File: src/rtl/board_pkg.sv
// Board-level shared constants: scan-select geometry and default clock division ratios.
package board_pkg;
    localparam int              SCAN_W      = 3;
    localparam int              SCAN_DIGITS = 8;
    localparam logic [7:0]      AN_ALL_OFF  = 8'hFF;
    localparam int              DIV_CPU     = 4;
    localparam int              DIV_SCAN    = 50000;
endpackage

File: src/rtl/clk_divider_if.sv
// Signal bundle between the clock divider and its consumers.
// The divider sits on the slave side; whoever drives en and consumes the outputs is the master.
interface clk_divider_if;
    import board_pkg::*;

    logic                   en;
    logic                   clk_n;
    logic                   tick;
    logic [SCAN_W-1:0]      sel_idx;
    logic [SCAN_DIGITS-1:0] an_n;

    modport master (output en, input clk_n, input tick, input sel_idx, input an_n);
    modport slave  (input en, output clk_n, output tick, output sel_idx, output an_n);
endinterface

File: src/rtl/sel_decoder_3to8n.sv
// Pure combinational 3-bit index to 8-bit active-low one-hot digit select.
module sel_decoder_3to8n
    import board_pkg::*;
(
    input  logic [SCAN_W-1:0]      i_idx,
    output logic [SCAN_DIGITS-1:0] o_an_n
);
    for (genvar gi = 0; gi < SCAN_DIGITS; gi++) begin : g_digit
        assign o_an_n[gi] = (i_idx == SCAN_W'(gi)) ? 1'b0 : 1'b1;
    end
endmodule

File: src/rtl/clk_divider.sv
// Divide-by-N clock with 50% duty (longer low phase for odd N) and an end-of-period tick.
// Define SCAN_SEL_EN to build the seven-segment scan index and its active-low digit select.
module clk_divider
    import board_pkg::*;
#(
    parameter int N = DIV_CPU
) (
    input  logic          clk,
    input  logic          rst,
    clk_divider_if.slave  bus
);
    localparam int CW = $clog2(N);
    localparam int L  = N - N / 2;

    if (N < 2) begin : g_bad_n
        $error("clk_divider: N must be at least 2");
    end

    logic [CW-1:0] r_cnt;
    logic [CW-1:0] w_cnt_next;
    logic          w_last;
    logic          r_clk_n;
    logic          r_tick;

    assign w_last     = (r_cnt == CW'(N - 1));
    assign w_cnt_next = w_last ? '0 : r_cnt + 1'b1;

    // Outputs are computed from the next phase so they stay aligned with r_cnt.
    always_ff @(posedge clk) begin
        if (rst) begin
            r_cnt   <= '0;
            r_clk_n <= 1'b0;
            r_tick  <= 1'b0;
        end else if (bus.en) begin
            r_cnt   <= w_cnt_next;
            r_clk_n <= (w_cnt_next >= CW'(L));
            r_tick  <= (w_cnt_next == CW'(N - 1));
        end
    end

    assign bus.clk_n = r_clk_n;
    assign bus.tick  = r_tick;

`ifdef SCAN_SEL_EN
    logic [SCAN_W-1:0]      r_sel_idx;
    logic [SCAN_DIGITS-1:0] w_an_n;

    // Advances on the same edge that wraps the phase, i.e. one step per tick.
    always_ff @(posedge clk) begin
        if (rst) begin
            r_sel_idx <= '0;
        end else if (bus.en && w_last) begin
            r_sel_idx <= r_sel_idx + 1'b1;
        end
    end

    sel_decoder_3to8n u_dec (
        .i_idx  (r_sel_idx),
        .o_an_n (w_an_n)
    );

    assign bus.sel_idx = r_sel_idx;
    assign bus.an_n    = w_an_n;
`else
    assign bus.sel_idx = '0;
    assign bus.an_n    = AN_ALL_OFF;
`endif

endmodule

File: src/flat_wrapper.sv
// flat-port wrapper written by rule: the top's interface ports become plain ports
module clk_divider_flat import board_pkg::*;
#(
    parameter int N = DIV_CPU
)
  (clk, rst, bus_en, bus_clk_n, bus_tick, bus_sel_idx, bus_an_n);
  clk_divider_if bus_i ();
  input  logic clk;
  input  logic rst;
  input wire logic [$bits(bus_i.en)-1:0] bus_en;
  output wire logic [$bits(bus_i.clk_n)-1:0] bus_clk_n;
  output wire logic [$bits(bus_i.tick)-1:0] bus_tick;
  output wire logic [$bits(bus_i.sel_idx)-1:0] bus_sel_idx;
  output wire logic [$bits(bus_i.an_n)-1:0] bus_an_n;
  assign bus_i.en = bus_en;
  assign bus_clk_n = bus_i.clk_n;
  assign bus_tick = bus_i.tick;
  assign bus_sel_idx = bus_i.sel_idx;
  assign bus_an_n = bus_i.an_n;
  clk_divider #(.N(N)) u_core (.clk(clk), .rst(rst), .bus(bus_i));
endmodule
File: config.mk
export PLATFORM = sky130hd
export DESIGN_NAME = clk_divider_flat
export DESIGN_NICKNAME = d
export VERILOG_FILES = /design/src/rtl/board_pkg.sv /design/src/rtl/clk_divider_if.sv /design/src/rtl/sel_decoder_3to8n.sv /design/src/rtl/clk_divider.sv /design/src/flat_wrapper.sv
export SDC_FILE = /design/constraint.sdc
export NUM_CORES = 1
export LEC_CHECK = 0
export CAP_MARGIN = 0
export CORE_AREA = 10 10 47 49
export DETAILED_ROUTE_END_ITERATION = 10
export DIE_AREA = 0 0 57 59
export PLACE_DENSITY = 0.43
export SKIP_CTS_REPAIR_TIMING = 1
export SLEW_MARGIN = 10
export SYNTH_ARGS = -nofsm -noshare
export SYNTH_HDL_FRONTEND = slang
export SYNTH_SLANG_ARGS = --single-unit
File: constraint.sdc
create_clock -name clk -period 3.8 [get_ports clk]
set_clock_uncertainty 0.2 [all_clocks]
set_input_delay 0.57 -clock clk [delete_from_list [all_inputs] [get_ports clk]]
set_output_delay 0.57 -clock clk [all_outputs]
set_load 0.005 [all_outputs]
==> impl_metrics.json <==
{
  "r2r_start": "u_core.r_cnt[1]$_SDFFE_PP0P_",
  "wirelength_um": 411,
  "insertion_delay_ns": 0.23,
  "ys_seq_area_frac": 0.271,
  "yosys_warnings": 0,
  "dp_hpwl_um": 352,
  "start_kind": "flip-flop",
  "numCtsBuffers": 3,
  "timing.final.crit_period_ns": 1.90,
  "grt_pass1_wl_um": 634,
  "fillers": 169,
  "p_leak_uw": 0.000125,
  "setup.worst_path.end_class": "output pin",
  "vias": 140,
  "multi_input_comb_area_um2": 109,
  "timing.critical_path.buf_inv": 1,
  "cpMaxStageDelayCell": "clkdlybuf4s50_1",
  "firstDrtPassIters": 4,
  "fmax_mhz": 526,
  "route.detailed.wl_per_inst_um": 8.74,
  "clkTransAtPathRegs_ns": 0.03,
  "synth.largest_area_cell": "buf_4",
  "swShare": 0.242,
  "p_switching_uw": 25.7,
  "setup_viol": 0,
  "hold_viol_final": 0,
  "finalMaxSlewViolations": 0,
  "hold_path_depth": 2,
  "finalCritPeriodShare": 0.501,
  "finalSetupTns_ns": 0,
  "grt.overflow.total": 0,
  "p_int_uw": 80.3,
  "n_antenna_cell": 0,
  "layout.area.seq_um2": 60.1,
  "nets": 37,
  "drv_cap": 0,
  "hold_class": "reg2reg",
  "syn_avg_cell_area_um2": 8.86,
  "ir_drop_v": 0.000183,
  "io_buffer_count": 4,
  "total_power_uw": 106,
  "reg2reg_slack_ns": 2.46,
  "grt_pass1_vias": 164,
  "clk_path_buf_depth": 2,
  "avgViaCountPerCell": 2.98,
  "worstPathRequired_ns": 3.03,
  "p_clk_frac": 0.528,
  "synth.area.top_cells": "buf_4 37%, dfxtp_1 27%, ha_1 11%",
  "crit_family": "buffers and inverters",
  "rr_endpoint": "u_core.r_cnt[0]$_SDFFE_PP0P_",
  "arrival_ns": 1.13,
  "p_per_area_nw_per_um2": 409,
  "grt_setup_unrepaired": "false",
  "rows": 14,
  "worstPathMaxFanout": 4,
  "preCtsSetupSlack_ns": 1.87,
  "synth.distinct_cells": 10,
  "track_usage": 0.0267,
  "clock-root-buffer": "clkbuf_4",
  "path_cells": "clkdlybuf4s50_1",
  "core-area_um2": 1400,
  "cts_tree": "done",
  "drive_above_1_share": 0.0968,
  "antenna_found_initial": 0,
  "p_comb_frac": 0.131,
  "cts_sinks": 3,
  "drc": 0,
  "synth_top_cell_area_share": 0.373,
  "postSynthCellCount": 25,
  "fin_ws_ns": 1.90,
  "die_y_um": 59,
  "start_util": 0.158,
  "syn_to_final_growth_pct": 16.9,
  "p_seq_frac": 0.341,
  "gp_congestion": 0.560,
  "io_pins": 16,
  "r2r_cells": 3,
  "syn_area_um2": 221,
  "antenna_left": 0,
  "synth_seq_cells": 3,
  "dr.first_iter.drc_count": 4,
  "die-width_um": 57,
  "hold_end": "u_core.bus.tick$_SDFFE_PP0P_",
  "grt_max_degree": 6,
  "fp.dieArea_um2": 3360,
  "run_status": "completed",
  "cts_htree_levels": 1,
  "cp_slowest_stage_delay_ns": 0.53,
  "crit_type": "reg2out",
  "hp-start": "u_core.bus.tick$_SDFFE_PP0P_"
}
## power groups by stage
stage	Combinational [uW]	Sequential (uW)	Clock, uW
2_1_floorplan	15.0	36.3	0
3_3_place_gp	13.6	36.5	0
3_5_place_dp	13.5	36.6	0
4_1_cts	13.6	36.1	58.6
5_1_grt	16.1	36.6	62.1
6_report	13.9	36.1	56.0
## cell type report
cell class	instances	area share
Clock buffer	4	0.101
Inverter	1	0.0145
Multi-Input combinational cell	19	0.420
Sequential cell	3	0.232
Tap cell	16	0.0773
Timing Repair Buffer	4	0.155
## per-layer routing
metal | part of all wire | vias to the layer above | global-route usage
met5 | 0 | - | 0
met4 | 0 | 0 | 0.0101
met3 | 0.12 | 0 | 0.0408
met2 | 0.45 | 10 | 0.0341
met1 | 0.43 | 61 | 0.0213
li1 | - | 69 | -
## through the flow
step / instance area, um2 / hold WS, ns / std cells / util
after floorplan: 255 / 0.272 / 34 / -
after global placement: 233 / 0.284 / 43 / 0.166
after detailed placement: 233 / 0.289 / 43 / 0.166
after CTS: 259 / 0.298 / 47 / 0.185
after global routing: 259 / 0.354 / 47 / 0.185
final: 259 / 0.289 / 47 / 0.185
## cell usage after synthesis
library cell	count
mux2i_1	1
conb_1	2
dfxtp_1	3
o31ai_1	1
ha_1	2
or4b_1	1
a211oi_1	1
nor2_1	2
buf_4	11
inv_1	1
## cells by family after synthesis
group | Yosys count | synth area share
compound gates | 2 | 0.0678
flops | 3 | 0.271
buf+inv | 12 | 0.390
other cells | 2 | 0.0339
mux | 1 | 0.0452
simple gates | 3 | 0.0791
fa+ha+maj | 2 | 0.113
## how the worst max path moves through the flow
stage	cells past startpoint	end	slack [ns]	start
after global routing	1	bus_clk_n	1.84	u_core.r_cnt[1]$_SDFFE_PP0P_
after detailed placement	3	u_core.r_cnt[0]$_SDFFE_PP0P_	1.87	bus_en
after global placement	3	u_core.r_cnt[0]$_SDFFE_PP0P_	1.87	bus_en
after CTS	1	bus_clk_n	1.87	u_core.r_cnt[1]$_SDFFE_PP0P_
final	1	bus_clk_n	1.90	u_core.r_cnt[1]$_SDFFE_PP0P_
after floorplan	2	u_core.r_cnt[0]$_SDFFE_PP0P_	2.39	rst
## cells in the final DEF (no fill, tap or decap)
cell / n
a211oi_1: 1
clkbuf_1: 1
clkbuf_4: 3
clkdlybuf4s50_1: 4
conb_1: 11
dfxtp_1: 3
ha_1: 2
inv_1: 1
mux2i_1: 1
nor2_1: 2
o31ai_1: 1
or4b_1: 1
## registers in the layout, indices dropped and copies added (netlist names)
| name | flops |
|---|---|
| u_core.bus.tick | 1 |
| u_core.r_cnt | 2 |
No activity file was read; power rests on OpenSTA's default activity.
